File: src/rtl/steer_scheduler_if.sv
// ---------------------------------------------------------------------------
// steer_scheduler_if -- register bus between a host and steer_scheduler.
//
// Signals:
//   opCode      [1:0]  register select: 00 none, 01 dx, 10 dy, 11 status/control
//   writeEnable        a write to the selected register in this cycle
//   data        [31:0] write data
//   delta       [31:0] combinational read data for the selected register
//
// Modports:
//   master  host side (drives opCode/writeEnable/data, reads delta)
//   slave   scheduler side
// ---------------------------------------------------------------------------
interface steer_scheduler_if;
  logic [1:0]  opCode;
  logic        writeEnable;
  logic [31:0] data;
  logic [31:0] delta;

  modport master (output opCode, output writeEnable, output data, input delta);
  modport slave  (input opCode, input writeEnable, input data, output delta);
endinterface

File: src/rtl/steer_scheduler.sv
// ---------------------------------------------------------------------------
// steer_scheduler -- turns debounced left/right button presses into queued
// 90-degree turns that are applied one per game tick, and exposes the
// resulting heading as a (dx, dy) step vector on a small register bus.
//
// Parameters:
//   TICK_DIV    clock cycles per game tick (>= 2)
//   DEB_CYCLES  consecutive stable cycles that qualify a button change
//
// Ports:
//   CLK          system clock, all state on its rising edge
//   RST_N        asynchronous active-low reset
//   leftButton   raw asynchronous button, active-high
//   rightButton  raw asynchronous button, active-high
//   bus          steer_scheduler_if.slave register bus
//
// Build option:
//   STEER_DEBOUNCE_EN  when defined, each synchronized button must hold a new
//                      level for DEB_CYCLES cycles before it is accepted;
//                      when undefined the synchronized level is used directly.
//
// Status register (opCode 11) read layout:
//   {24'b0, valid, dir[1:0], pause, overflow, count[2:0]}
// Control register (opCode 11) write layout:
//   bit0 pause, bit1 flush queue, bit2 clear overflow
// ---------------------------------------------------------------------------
module steer_scheduler #(
  parameter int TICK_DIV   = 8388608,
  parameter int DEB_CYCLES = 65536
) (
  input  logic               CLK,
  input  logic               RST_N,
  input  logic               leftButton,
  input  logic               rightButton,
  steer_scheduler_if.slave   bus
);

  typedef enum logic [1:0] {
    OP_NONE = 2'b00,
    OP_DX   = 2'b01,
    OP_DY   = 2'b10,
    OP_CTL  = 2'b11
  } op_e;

  typedef enum logic [1:0] {
    DIR_RIGHT = 2'd0,
    DIR_DOWN  = 2'd1,
    DIR_LEFT  = 2'd2,
    DIR_UP    = 2'd3
  } dir_e;

  localparam int              TW        = $clog2(TICK_DIV);
  localparam logic [TW-1:0]   TICK_LAST = TW'(TICK_DIV - 1);

  // Index 0 is the left button, index 1 the right button throughout.
  logic [1:0] btn_raw;
  logic [1:0] sync1, sync2;
  logic [1:0] deb_level;
  logic [1:0] deb_prev;
  logic [1:0] rise;

  logic [TW-1:0] tick_cnt;
  logic          tick;

  dir_e       dir, dir_next;
  logic       valid, valid_next;
  logic       pause;
  logic       overflow;

  // Turn queue: one bit per entry, 0 = left turn, 1 = right turn.
  logic [3:0] fifo_mem;
  logic [1:0] wr_ptr, rd_ptr;
  logic [2:0] count;

  logic        wr_any, wr_dx, wr_dy, wr_ctl;
  logic        data_pos, data_neg, data_zero;
  logic        axis_ok, flush;
  logic        full, empty;
  logic        pop, push_req, push;
  logic        ov_set, ov_clr;
  logic [31:0] dx, dy, status;

  assign btn_raw = {rightButton, leftButton};

  // NOTE: every clocked process uses non-blocking (<=) assignments so all
  // registers sample the same pre-edge values regardless of process order.
  always_ff @(posedge CLK or negedge RST_N) begin
    if (!RST_N) begin
      sync1 <= '0;
      sync2 <= '0;
    end else begin
      sync1 <= btn_raw;
      sync2 <= sync1;
    end
  end

`ifdef STEER_DEBOUNCE_EN
  localparam int            DW       = $clog2(DEB_CYCLES + 1);
  localparam logic [DW-1:0] DEB_LAST = DW'(DEB_CYCLES - 1);

  logic [DW-1:0] deb_cnt [2];

  // The counter only advances while the synchronized level disagrees with the
  // accepted level; a single agreeing cycle (a glitch ending) restarts it.
  always_ff @(posedge CLK or negedge RST_N) begin
    if (!RST_N) begin
      deb_level  <= '0;
      deb_cnt[0] <= '0;
      deb_cnt[1] <= '0;
    end else begin
      for (int i = 0; i < 2; i++) begin
        if (sync2[i] == deb_level[i]) begin
          deb_cnt[i] <= '0;
        end else if (deb_cnt[i] == DEB_LAST) begin
          deb_level[i] <= sync2[i];
          deb_cnt[i]   <= '0;
        end else begin
          deb_cnt[i] <= deb_cnt[i] + DW'(1);
        end
      end
    end
  end
`else
  assign deb_level = sync2;
`endif

  always_ff @(posedge CLK or negedge RST_N) begin
    if (!RST_N) begin
      deb_prev <= '0;
    end else begin
      deb_prev <= deb_level;
    end
  end

  assign rise = deb_level & ~deb_prev;

  // Free-running tick divider; writes and pause never touch it.
  assign tick = (tick_cnt == TICK_LAST);

  always_ff @(posedge CLK or negedge RST_N) begin
    if (!RST_N) begin
      tick_cnt <= '0;
    end else begin
      tick_cnt <= tick ? '0 : tick_cnt + TW'(1);
    end
  end

  // NOTE: each always_comb assigns a default to every output first, so no
  // path through the block can leave a signal unassigned and infer a latch.
  always_comb begin
    wr_any    = bus.writeEnable && (bus.opCode != OP_NONE);
    wr_dx     = bus.writeEnable && (bus.opCode == OP_DX);
    wr_dy     = bus.writeEnable && (bus.opCode == OP_DY);
    wr_ctl    = bus.writeEnable && (bus.opCode == OP_CTL);
    data_pos  = (bus.data == 32'h0000_0001);
    data_neg  = (bus.data == 32'hFFFF_FFFF);
    data_zero = (bus.data == 32'h0000_0000);
    // Axis writes with any other value are ignored entirely, including the flush.
    axis_ok   = (wr_dx || wr_dy) && (data_pos || data_neg || data_zero);
    flush     = axis_ok || (wr_ctl && bus.data[1]);

    full      = (count == 3'd4);
    empty     = (count == 3'd0);

    // A bus write on the tick cycle takes priority and the pop is skipped.
    pop       = tick && !empty && !pause && !wr_any;
    // Simultaneous left and right presses cancel each other.
    push_req  = rise[0] ^ rise[1];
    // A flush swallows a coincident push silently; a full queue only accepts
    // when a pop frees a slot in the same cycle.
    push      = push_req && !flush && (!full || pop);
    ov_set    = push_req && !flush && full && !pop;
    ov_clr    = wr_ctl && bus.data[2];
  end

  always_comb begin
    dir_next   = dir;
    valid_next = valid;
    if (axis_ok) begin
      if (data_zero) begin
        valid_next = 1'b0;
      end else begin
        valid_next = 1'b1;
        if (wr_dx) dir_next = data_pos ? DIR_RIGHT : DIR_LEFT;
        else       dir_next = data_pos ? DIR_DOWN  : DIR_UP;
      end
    end else if (pop && valid) begin
      // With valid clear the popped entry is simply discarded.
      dir_next = fifo_mem[rd_ptr] ? dir_e'(dir + 2'd1) : dir_e'(dir - 2'd1);
    end
  end

  always_ff @(posedge CLK or negedge RST_N) begin
    if (!RST_N) begin
      dir      <= DIR_RIGHT;
      valid    <= 1'b0;
      pause    <= 1'b0;
      overflow <= 1'b0;
      wr_ptr   <= '0;
      rd_ptr   <= '0;
      count    <= '0;
    end else begin
      dir      <= dir_next;
      valid    <= valid_next;
      if (wr_ctl) pause <= bus.data[0];
      // A new overflow in the same cycle as a clear request leaves it set.
      overflow <= ov_set || (overflow && !ov_clr);
      if (flush) begin
        wr_ptr <= '0;
        rd_ptr <= '0;
        count  <= '0;
      end else begin
        if (push) wr_ptr <= wr_ptr + 2'd1;
        if (pop)  rd_ptr <= rd_ptr + 2'd1;
        count <= count + {2'b00, push} - {2'b00, pop};
      end
    end
  end

  // NOTE: queue storage has no reset; count and the pointers define which
  // entries are live, so stale contents are never observed.
  always_ff @(posedge CLK) begin
    if (push) fifo_mem[wr_ptr] <= rise[1];
  end

  always_comb begin
    dx = '0;
    dy = '0;
    if (valid) begin
      unique case (dir)
        DIR_RIGHT: dx = 32'h0000_0001;
        DIR_DOWN:  dy = 32'h0000_0001;
        DIR_LEFT:  dx = 32'hFFFF_FFFF;
        DIR_UP:    dy = 32'hFFFF_FFFF;
        default:   ;
      endcase
    end
    status = {24'b0, valid, dir, pause, overflow, count};

    bus.delta = '0;
    unique case (bus.opCode)
      OP_DX:   bus.delta = dx;
      OP_DY:   bus.delta = dy;
      OP_CTL:  bus.delta = status;
      default: bus.delta = '0;
    endcase
  end

endmodule

File: src/flat_wrapper.sv
// flat-port wrapper written by rule: the top's interface ports become plain ports
module steer_scheduler_flat 
#(
  parameter int TICK_DIV   = 8388608,
  parameter int DEB_CYCLES = 65536
)
  (CLK, RST_N, leftButton, rightButton, bus_opCode, bus_writeEnable, bus_data, bus_delta);
  steer_scheduler_if bus_i ();
  input  logic CLK;
  input  logic RST_N;
  input  logic leftButton;
  input  logic rightButton;
  input wire logic [$bits(bus_i.opCode)-1:0] bus_opCode;
  input wire logic [$bits(bus_i.writeEnable)-1:0] bus_writeEnable;
  input wire logic [$bits(bus_i.data)-1:0] bus_data;
  output wire logic [$bits(bus_i.delta)-1:0] bus_delta;
  assign bus_i.opCode = bus_opCode;
  assign bus_i.writeEnable = bus_writeEnable;
  assign bus_i.data = bus_data;
  assign bus_delta = bus_i.delta;
  steer_scheduler #(.TICK_DIV(TICK_DIV), .DEB_CYCLES(DEB_CYCLES)) u_core (.CLK(CLK), .RST_N(RST_N), .leftButton(leftButton), .rightButton(rightButton), .bus(bus_i));
endmodule
File: config.mk
export PLATFORM = sky130hd
export DESIGN_NAME = steer_scheduler_flat
export DESIGN_NICKNAME = d
export VERILOG_FILES = /design/src/rtl/steer_scheduler_if.sv /design/src/rtl/steer_scheduler.sv /design/src/flat_wrapper.sv
export SDC_FILE = /design/constraint.sdc
export NUM_CORES = 1
export LEC_CHECK = 0
export ABC_AREA = 0
export CORE_UTILIZATION = 30
export CTS_CLUSTER_DIAMETER = 50
export CTS_CLUSTER_SIZE = 12
export DETAILED_ROUTE_END_ITERATION = 16
export PLACE_DENSITY_LB_ADDON = 0.25
export SYNTH_ARGS = -nofsm -noshare
export SYNTH_HDL_FRONTEND = slang
export SYNTH_SLANG_ARGS = --single-unit
File: constraint.sdc
create_clock -name CLK -period 3.83 [get_ports CLK]
set_clock_uncertainty 0.1 [all_clocks]
set_input_delay 0.766 -clock CLK [delete_from_list [all_inputs] [get_ports CLK]]
set_output_delay 0.766 -clock CLK [all_outputs]
set_load 0.02 [all_outputs]
[Yosys cells after proc, flatten, opt, wreduce, memory -nomap -nowiden]
Cells that the tools add are included.
Widths: inputs -> output; s select.
Storage, ports and cells
  logic and storage cells: 98
  bits in registers: 45
  input port bits: 39
  output and inout port bits: 32
Cells by class
  order comparisons: 3
  add/sub/neg operators: 7
  equality and inequality tests: 11
  reduce and logical (&&, ||, !) cells: 38
  multiplexer cells: 24
  bitwise gates (word level): 3
Operators with widths (number)
  $pmux 32 s2: 2
  $pmux 32 s3: 1
  $mux 32: 2
  $eq 32x1->1 const B: 1
  $eq 32x32->1 const B: 1
  $logic_not 32->1: 1
  $add 23x1->23 const B: 1
  $eq 23x23->1 const B: 1
  $mux 23: 1
  $mux 2: 11
  $logic_and 1x1->1: 17
  $eq 2x2->1 const B: 4
  $reduce_bool 2->1: 4
  $logic_not 1->1: 7
  $add 2x1->2 const B: 3
  $logic_or 1x1->1: 6
  $lt 2x3->1 const B: 2
  $bwmux 4: 1
  $eq 2x1->1 const B: 2
  $add 3x1->3: 1
  $eq 3x3->1 const B: 1
  $logic_not 3->1: 1
  $mux 1: 3
  $mux 3: 1
  other kinds (11): 11

[Logic depth before layout (Yosys ltp)]
Gate-level depths: netlist of the first run.
  depth after elaboration: 11
  mapped depth: 12

[Least setup slack after synthesis of the first run]
OpenSTA, ideal clock, no wires.
  path type: input -> output
  start: input bus_opCode[1]
  end: output bus_delta[10]
  stages on the path: 5
  data arrival time: 2.318 ns
  setup slack: 0.646 ns
  cell sequence: nor2b_1 a22oi_1 nor2b_1 clkbuf_1 buf_4
On the way
  cells in the longest elaborated chain, start to end: 2
  elaborated cells between the ends (all ways): 4
  classes of those cells: eq/ne: 3; mux: 1
RTL lines
  start, declared: line flat_wrapper.sv:13  | input wire logic [$bits(bus_i.opCode)-1:0] bus_opCode;
  $eq 2x2->1 or $eq 2x1->1 (tied branches): line steer_scheduler.sv:241  | unique case (bus.opCode)
  $pmux 32 s3 *: line steer_scheduler.sv:241
  end, declared: line flat_wrapper.sv:16  | output wire logic [$bits(bus_i.delta)-1:0] bus_delta;
Every way passes the cells marked *; elsewhere a longest branch is shown, timed or not.

[Worst setup path after layout of the first run]
  start: input bus_opCode[1]
  end: output bus_delta[0]
Same word-level chain as after synthesis.

==> impl_results.md, run 1 <==
* DIE AREA at 9180 um2
* Synth-to-layout area growth at 29.0%
* Clock Tree Buf Depth at 2
* Post-synth EDFFs at 4
* Max IR drop VDD at 150 uV
* Skew-Pair Late Insertion Delay at 290 ps
* DRT antenna net count at 0
* Number of diodes at 0
* # H-tree levels at 2
* Fmax at 274 MHz
* Synth top area cells: dfrtp_1 (39%), buf_4 (6.5%), ha_1 (5.2%)
* DRC viols at 0
* Mapped cell area at 2640 um2
* Worst-path clk slew at 80 ps
* Clk sinks at 45
* Crit-path max cell delay at 590 ps
* Initial drt markers at 72
* Die width at 95.8 um
* Tmin final at 3650 ps
* Power Density at 322 nW/um2
* CTS Root Buffer Type: clkbuf_8
* Top Layer Used: met4
* R2r setup slk at 780 ps
* CP max stage cell: clkdlybuf4s50_1
* Synth Instances at 260
* Synthesized area per cell at 10.2 um2
* Io pins at 71
* Most frequent CP cell: clkdlybuf4s50_1
* Vias per cell at 4.84
* Kind of critical path: in2out
* Setup_tns at 0 ps
* Crit path max fanout at 32
* Final setup fails at 0
* WL met1 at 2280 um
* Congestion Overflow GR at 0
* Worst setup EP type: output pin
* Unrepaired setup endpoints after global routing: no
* Synth top area share at 0.388
* Most frequent cells in the layout: clkdlybuf4s50_1 (69), dfrtp_1 (41), nor2_1 (26)
* Pin count of the biggest net entering global routing at 42
* Antenna violations before repair at 0
* Slew HR at 0.392
* CP arrival at 2780 ps
* First-pass GRT wire length at 8870 um
* Status: finished, final reports clean
* Syn nets at 311
* Die Ht at 95.8 um
* #FFs+latches synth at 45
* Syn. warnings at 0
* Layout cells sized above 1 at 0.0857
* Core ar. at 8380 um2
* Max Cap Viol at 0
* Drt pass-1 iters at 4
* Nets at 366
* Clock buffer count from CTS at 5
* Worst min path class: reg2reg
* Slew Viols, Final at 0
* Vias at 2031
* Row cnt at 33
* Slew @ Worst Pin at 912 ps
* Setup Buffers After CTS at 0
* DR WL/cell at 12.9 um
* GP Congestion at 0.812
* WL met2 at 2600 um
* Largest area contributor in the netlist: dfrtp_1
* Gr usage total at 0.125
* Gates resized, CTS repair at 0
* Startpoint Class: input pin
* Leakage at 0.00142 uW
* Distinct cell type count after synthesis at 47
* Initial core utilization at 0.315
* Final HPWL DP at 4100 um
* IO buf count at 70
* Final Hold Vio Count at 0
* # hold bufs at CTS at 0
* Final wirelength at 5430 um
* Post-synthesis sequential area ratio at 0.434
* Critical path cell sequence: clkdlybuf4s50_1 > nor2b_1 > a22oi_1 > nor2b_2 > buf_12 > a21oi_1 > nand2_1 > clkdlybuf4s50_1
* Ys async rst share at 0.911
* Util after Layout at 0.406
* Crit path required time at 2960 ps
* Number of global-route vias before repair at 2024
* Final Cycle Share at 0.952
* Met3 wire length at 485 um
* Commonest non-fill, non-tap cell in the layout: clkdlybuf4s50_1
* CTS tree: done
* Ys flop type: dfrtp_1
[cells in the mapped netlist, types with 2 or more instances]
cell type  count
nor3_1         3
xor2_1        10
o21ai_0        6
nor4_1         9
clkbuf_1       3
a21oi_1        4
and2_1         7
nand2b_1       3
ha_1          11
inv_1         11
or3_1          2
a21o_1         8
dfrtp_1       41
xnor2_1       15
and4_1         3
nand2_1       15
edfxtp_1       4
nand3_1       10
a31oi_1        2
nand4_1       15
nor2b_1        5
buf_4         23
nor2_1        26
[logic make-up after synthesis]
| logic type | Yosys count | synth area share |
|---|---|---|
| and+or+nand+nor | 108 | 0.235 |
| DFF | 45 | 0.434 |
| buffers and inverters | 37 | 0.0853 |
| AOI/OAI and AO/OA | 31 | 0.0905 |
| xor gates and xnor gates | 25 | 0.0829 |
| adders and majority gates | 12 | 0.0597 |
| muxes | 2 | 0.0123 |
[power breakdown]
group | total [uW] | internal, uW | leakage [uW] | switching (uW)
registers | 569 | 527 | 0.000568 | 41.9
logic | 254 | 129 | 0.000813 | 125
clock network | 275 | 124 | 0.0000410 | 151
total | 1100 | 780 | 0.00142 | 318
[cell type report]
| cell class | count | area (um2) |
|---|---|---|
| Clock buffer | 6 | 72.6 |
| Clock inverter | 1 | 5.00 |
| Multi-Input combinational cell | 178 | 1270 |
| Sequential cell | 45 | 1150 |
| Fill cell | 815 | 4970 |
| Tap cell | 105 | 131 |
| Inverter | 11 | 41.3 |
| Timing Repair Buffer | 74 | 738 |
[stage by stage]
step / setup WS [ps] / cell area, um2 / instances / hold WS (ps) / total power, uW
floorplan: 646 / 2640 / 260 / 231 / 727
global route: 15.1 / 3410 / 420 / 272 / 1170
detailed placement: 190 / 3330 / 413 / 236 / 839
global placement: 191 / 3330 / 413 / 234 / 831
finish: 185 / 3410 / 420 / 254 / 1100
CTS: 172 / 3410 / 420 / 255 / 1120
[layer usage]
layer | up-vias | track usage
li1 | 997 | -
met1 | 954 | 0.138
met2 | 74 | 0.229
met3 | 6 | 0.0340
met4 | 0 | 0.0423
met5 | - | 0
[worst max-delay path, delay by kind of cell]
kind                   cells  cell delay, ps
AOI/OAI and AO/OA          2             190
buffers and inverters      3            1310
and+or+nand+nor            3             500
[worst paths after layout]
kind	start	endpoint	cells after the start
min in group asynchronous	RST_N	u_core.valid	1
min reg2reg	u_core.sync1[0]	u_core.deb_level[0]	0
max reg2reg	u_core.tick_cnt[15]	u_core.count[2]	11
min	u_core.sync1[0]	u_core.deb_level[0]	0
max	bus_opCode[1]	bus_delta[0]	8
max in group asynchronous	RST_N	u_core.tick_cnt[7]	1
[sequential cells by signal, summed over array words and instances (netlist names)]
name	flops
u_core.tick_cnt	23
u_core.fifo_mem	4
u_core.count	3
u_core.deb_level	2
u_core.deb_prev	2
u_core.dir	2
u_core.rd_ptr	2
u_core.sync1	2
u_core.wr_ptr	2
u_core.overflow	1
u_core.pause	1
u_core.valid	1
No activity file was read; power rests on OpenSTA's default activity.
==> run 2: changes to the inputs <==
--- a/config.mk
+++ b/config.mk
@@ -10,6 +10,7 @@
 export CTS_CLUSTER_DIAMETER = 50
 export CTS_CLUSTER_SIZE = 12
 export DETAILED_ROUTE_END_ITERATION = 16
+export GPL_ROUTABILITY_DRIVEN = 0
 export PLACE_DENSITY_LB_ADDON = 0.25
 export SYNTH_ARGS = -nofsm -noshare
 export SYNTH_HDL_FRONTEND = slang
==> constraint.sdc (replaced) <==
create_clock -name CLK -period 3.83 [get_ports CLK]
set_clock_uncertainty 0.1 [all_clocks]
set_input_delay 0.383 -clock CLK [delete_from_list [all_inputs] [get_ports CLK]]
set_output_delay 0.383 -clock CLK [all_outputs]
set_load 0.005 [all_outputs]
==> run 2 against run 1 <==
Combinational power is 2% lower. Fmax up 19%. Sequential share of layout area is 0.11 points higher. Total power up 3.7%. First-iteration DRC count fell by 9.7%. Via count grew 0.39%.
==> impl_results.md, run 2 (synthesis gave the netlist of run 1 again) <==
* DIE AREA at 9180 um2 (unchanged)
* Worst setup EP type: register (was output pin)
* Synth-to-layout area growth at 28.6% (was 29.0%)
* Status: finished, final reports clean (unchanged)
* Vias per cell at 4.88 (was 4.84)
* Drt pass-1 iters at 4 (unchanged)
* Leakage at 0.00142 uW (about the same)
* Sequential power share at 0.500 (was 0.518)
* Final setup fails at 0 (unchanged)
* Final Cycle Share at 0.799 (was 0.952)
* Commonest non-fill, non-tap cell in the layout: clkdlybuf4s50_1 (unchanged)
* Fin cells at 418 (was 420)
* Row cnt at 33 (unchanged)
* # hold bufs at CTS at 0 (unchanged)
* Combinational power share at 0.218 (was 0.232)
* Clk sinks at 45 (unchanged)
* Initial core utilization at 0.315 (unchanged)
* Power Density at 335 nW/um2 (was 322 nW/um2)
* Slew Viols, Final at 0 (unchanged)
* Clock Tree Buf Depth at 2 (unchanged)
* Most frequent cells in the layout: clkdlybuf4s50_1 (69), dfrtp_1 (41), nor2_1 (26) (unchanged)
* Gates resized, CTS repair at 0 (unchanged)
* CTS Root Buffer Type: clkbuf_8 (unchanged)
* Setup_tns at 0 ps (unchanged)
* DRT antenna net count at 0 (unchanged)
* Final wirelength at 5570 um (was 5430 um)
* Skew-Pair Late Insertion Delay at 300 ps (was 290 ps)
* DRC viols at 0 (unchanged)
* Tmin final at 3060 ps (was 3650 ps)
* Reg2reg path depth at 11 (unchanged)
* Largest reg by FF count: u_core.tick_cnt (unchanged)
* Max IR drop VDD at 172 uV (was 150 uV)
* Setup Buffers After CTS at 0 (unchanged)
* Worst-path clk slew at 80 ps (about the same)
* CP arrival at 3150 ps (was 2780 ps)
* NetSw at 320 uW (was 318 uW)
* DR WL/cell at 13.3 um (was 12.9 um)
* Number of global-route vias before repair at 1937 (was 2024)
* Crit path required time at 3920 ps (was 2960 ps)
* Die width at 95.8 um (unchanged)
* Max reg flops at 23 (unchanged)
* Fmax at 327 MHz (was 274 MHz)
* Vias at 2039 (was 2031)
* CTS tree: done (unchanged)
* Largest regs: u_core.tick_cnt (23), u_core.fifo_mem (4), u_core.count (3) (unchanged)
* Congestion Overflow GR at 0 (unchanged)
* Slew @ Worst Pin at 918 ps (was 912 ps)
* Hold slack at 115 ps (was 254 ps)
* Placed Instances at 410 (was 413)
* Sw Ratio at 0.281 (was 0.289)
* Die Ht at 95.8 um (unchanged)
* Share of power burned in the clock network at 0.281 (was 0.250)
* Core ar. at 8380 um2 (unchanged)
* Kind of critical path: reg2reg (was in2out)
* Startpoint Class: register (was input pin)
* First-pass GRT wire length at 8830 um (was 8870 um)
* Unrepaired setup endpoints after global routing: no (unchanged)
* R2r setup slk at 770 ps (was 780 ps)
* Number of diodes at 0 (unchanged)
* Max Cap Viol at 0 (unchanged)
* Layout cells sized above 1 at 0.0831 (was 0.0857)
* Gr usage total at 0.125 (about the same)
* Initial drt markers at 65 (was 72)
* # H-tree levels at 2 (unchanged)
* Io pins at 71 (unchanged)
* Nets at 363 (was 366)
* Slew HR at 0.388 (was 0.392)
* Internal at 818 uW (was 780 uW)
* Pin count of the biggest net entering global routing at 42 (unchanged)
* Worst min path class: in2async (was reg2reg)
* Antenna violations before repair at 0 (unchanged)
* IO buf count at 70 (unchanged)
* Crit path max fanout at 6 (was 32)
* Final Hold Vio Count at 0 (unchanged)
* Final HPWL DP at 4160 um (was 4100 um)
* Clock buffer count from CTS at 5 (unchanged)
## run 2: cell types whose count changed in the layout (fill, tap and decap cells not counted)
cell / previous run / this run
clkbuf_1: 1 / 0
buf_12: 1 / 0
buf_4: 3 / 1
clkbuf_8: 5 / 7
## run 2: cell type report
cell class | count | area [um2]
repair buffers | 71 | 703
clock buffers | 7 | 96.3
well taps | 105 | 131
fillers | 828 | 4990
multi-input cells | 178 | 1270
flip-flops and latches | 45 | 1150
clock inverters | 1 | 5.00
inverters | 11 | 41.3
## run 2: worst max-delay path, stage by stage (launching register included)
cell and delay, ps:
dfrtp_1 450, nand4_2 150, or4_4 590, nor4_4 380, ha_1 300, inv_1 60, ha_1 130, inv_1 50
fa_1 370, xor2_1 170, xnor2_1 140, nor2_1 60
## run 2: per-layer routing
layer | vias to the layer above | track usage | share of wire
met5 | - | 0 | 0
met4 | 0 | 0.0410 | 0.0099
met3 | 5 | 0.0316 | 0.091
met2 | 65 | 0.226 | 0.48
met1 | 974 | 0.143 | 0.42
li1 | 995 | - | -
## run 2: final timing paths
| check | start | end |
|---|---|---|
| min reg2reg | u_core.sync1[1] | u_core.deb_level[1] |
| min | RST_N | u_core.pause |
| max | u_core.tick_cnt[15] | u_core.count[2] |
| max in group asynchronous | RST_N | u_core.deb_level[1] |
| max reg2reg | u_core.tick_cnt[15] | u_core.count[2] |
| min in group CLK | u_core.sync1[1] | u_core.deb_level[1] |
## run 2: power groups by stage
stage / Combinational [uW] / Clock [uW] / Sequential, uW
2_1_floorplan: 153 / 0 / 566
3_3_place_gp: 246 / 0 / 577
3_5_place_dp: 252 / 0 / 579
4_1_cts: 255 / 333 / 570
5_1_grt: 287 / 351 / 576
6_report: 248 / 320 / 569
## run 2: stage by stage
step,setup slack (ps),total power [uW],area (um2),util
after detailed placement,628,830,3290,0.393
after CTS,745,1160,3400,0.405
after global routing,573,1210,3400,0.405
after floorplan,981,719,2640,-
final,770,1140,3400,0.405
after global placement,673,823,3290,0.393
==> run 3: changes to the inputs <==
==> constraint.sdc (replaced) <==
create_clock -name CLK -period 2.5 [get_ports CLK]
set_clock_uncertainty 0.1 [all_clocks]
set_input_delay 0.25 -clock CLK [delete_from_list [all_inputs] [get_ports CLK]]
set_output_delay 0.25 -clock CLK [all_outputs]
set_load 0.005 [all_outputs]
==> run 3 against run 2 <==
The flow now finishes with violations (negative hold slack, negative setup slack). Global-route usage grew 1.3 points. Largest cell class unchanged. Final area rose by 13%. Worst hold slack worse by 140 ps.
==> impl_results.md, run 3 (synthesis gave the netlist of run 1 again) <==
* Io pins at 71 (unchanged)
* Layout cells sized above 1 at 0.228 (was 0.0831)
* DRT antenna net count at 0 (unchanged)
* Setup_tns at -358 ps (was 0 ps)
* Final HPWL DP at 4510 um (was 4160 um)
* Gr usage total at 0.138 (was 0.125)
* Startpoint Class: register (unchanged)
* CP max stage cell: or4_4 (unchanged)
* DP Area at 3640 um2 (was 3290 um2)
* Clk sinks at 45 (unchanged)
* Most frequent cells in the layout: clkdlybuf4s50_1 (63), buf_4 (49), dfrtp_1 (41) (was clkdlybuf4s50_1 (69), dfrtp_1 (41), nor2_1 (26))
* Max Cap Viol at 0 (unchanged)
* Max reg flops at 23 (unchanged)
* R2r setup slk at -260 ps (was 770 ps)
* Pin count of the biggest net entering global routing at 42 (unchanged)
* Worst min path class: in2async (unchanged)
* Core ar. at 8380 um2 (unchanged)
* Worst setup EP type: register (unchanged)
* Crit path required time at 2570 ps (was 3920 ps)
* Synth-to-layout area growth at 45.4% (was 28.6%)
* Clock Tree Buf Depth at 2 (unchanged)
* Failing checks: negative hold slack, negative setup slack
* Die Ht at 95.8 um (unchanged)
* Drt pass-1 iters at 5 (was 4)
* DR WL/cell at 12.8 um (was 13.3 um)
* Nets at 414 (was 363)
* DRC viols at 0 (unchanged)
* Finished Cell Area at 3840 um2 (was 3400 um2)
* Slew HR at 0.381 (was 0.388)
* Worst Slack Setup Final at -257 ps (was 770 ps)
* CTS Root Buffer Type: clkbuf_8 (unchanged)
* Critical path cell sequence: nand4_2 > or4_4 > nor3_4 > o21ai_2 > a311oi_4 > ha_2 > inv_2 > fa_2 > xor2_1 > xnor2_1 > nor2_1 (was nand4_2 > or4_4 > nor4_4 > ha_1 > inv_1 > ha_1 > inv_1 > fa_1 > xor2_1 > xnor2_1 > nor2_1)
* Fmax at 363 MHz (was 327 MHz)
* Hold slack at -24.0 ps (was 115 ps)
* Reg2reg path depth at 11 (unchanged)
* Power Density at 485 nW/um2 (was 335 nW/um2)
* Antenna violations before repair at 0 (unchanged)
* First-pass GRT wire length at 9870 um (was 8830 um)
* Reg area at 1150 um2 (unchanged)
* Multi-input gate area at 1300 um2 (was 1270 um2)
* # H-tree levels at 2 (unchanged)
* Place WS at -335 ps (was 628 ps)
* Slew Viols, Final at 0 (unchanged)
* CTS tree: done (unchanged)
* Status: finished with violations (was finished, final reports clean)
* Largest regs: u_core.tick_cnt (23), u_core.fifo_mem (4), u_core.count (3) (unchanged)
* Slew @ Worst Pin at 929 ps (was 918 ps)
* Die width at 95.8 um (unchanged)
* Placed Instances at 456 (was 410)
* Commonest non-fill, non-tap cell in the layout: clkdlybuf4s50_1 (unchanged)
* Row cnt at 33 (unchanged)
* Fin cells at 469 (was 418)
* Kind of critical path: reg2reg (unchanged)
* Leakage at 0.00177 uW (was 0.00142 uW)
* Final setup fails at 2 (was 0)
* Vias at 2192 (was 2039)
* Number of global-route vias before repair at 2166 (was 1937)
* Skew-Pair Late Insertion Delay at 300 ps (about the same)
* Initial drt markers at 72 (was 65)
* Max IR drop VDD at 281 uV (was 172 uV)
* Final Hold Vio Count at 26 (was 0)
* DIE AREA at 9180 um2 (unchanged)
* Worst-path clk slew at 100 ps (was 80 ps)
* Number of diodes at 0 (unchanged)
* Unrepaired setup endpoints after global routing: yes (was no)
* Clock buffer count from CTS at 5 (unchanged)
* Congestion Overflow GR at 0 (unchanged)
* Final wirelength at 6020 um (was 5570 um)
* Final Cycle Share at 1.10 (was 0.799)
* Initial core utilization at 0.315 (unchanged)
* IO buf count at 70 (unchanged)
* Fillers at 819 (was 828)
* Tmin final at 2760 ps (was 3060 ps)
* Crit path max fanout at 3 (was 6)
* Vias per cell at 4.67 (was 4.88)
* Total power at 1860 uW (was 1140 uW)
* Crit-path max cell delay at 550 ps (was 590 ps)
* Largest reg by FF count: u_core.tick_cnt (unchanged)
* Reg2Reg Capture Point: u_core.count[2] (unchanged)
* R2r startpoint: u_core.tick_cnt[18] (was u_core.tick_cnt[15])
* CP arrival at 2830 ps (was 3150 ps)
## run 3: worst max path at each step
stage                     cells past startpoint  slack (ps)                start              end
final                                        11        -260  u_core.tick_cnt[18]  u_core.count[2]
after global routing                         11        -370  u_core.tick_cnt[18]  u_core.count[2]
after CTS                                    11        -280  u_core.tick_cnt[18]  u_core.count[2]
after detailed placement                     12        -340        bus_opCode[1]  u_core.count[2]
after global placement                       12        -310        bus_opCode[1]  u_core.count[2]
after floorplan                              11        -310  u_core.tick_cnt[15]  u_core.count[2]
## run 3: final cells by class
| type | instances | share of cell area |
|---|---|---|
| multi-input combinational | 178 | 0.339 |
| sequential | 45 | 0.298 |
| timing repair buffer | 122 | 0.288 |
| tap | 105 | 0.0342 |
| clock buffer | 5 | 0.0179 |
| clock inverter | 3 | 0.0121 |
| inverter | 11 | 0.0107 |
## run 3: stage by stage
| step | utilization | hold WS [ps] |
|---|---|---|
| 6_report | 0.458 | -24.0 |
| 5_1_grt | 0.458 | 47.9 |
| 4_1_cts | 0.454 | 9.60 |
| 3_5_place_dp | 0.435 | 235 |
| 3_3_place_gp | 0.435 | 237 |
| 2_1_floorplan | - | -146 |
## run 3: report_power, final
group | internal (uW) | switching, uW | leakage (uW) | total [uW]
combinational | 237 | 210 | 0.00115 | 447
sequential | 807 | 54.6 | 0.000568 | 862
clock | 299 | 257 | 0.0000543 | 556
total | 1340 | 521 | 0.00177 | 1860
## run 3: layer usage
| layer | vias to the layer above | GRT usage | part of all wire |
|---|---|---|---|
| met2 | 70 | 0.246 | 0.48 |
| li1 | 1095 | - | - |
| met1 | 1022 | 0.171 | 0.44 |
| met4 | 0 | 0.0336 | 0.0081 |
| met3 | 5 | 0.0269 | 0.072 |
| met5 | - | 0 | 0 |
## run 3: worst max-delay path: cells and delay by family (launching register included)
kind	cells	cell delay [ps]
compound gates	2	360
xor+xnor	2	320
fa+ha+maj	2	550
buf+inv	1	30
flops	1	380
simple gates	4	900
## run 3: repair_timing
action / in CTS / in global routing
pin swaps: 5 / 1
buffers inserted: 1 / 2
resized for setup: 10 / 9
endpoints found under the setup margin: 26 / 26
cloned: 2 / 0
hold buffers: 0 / 0
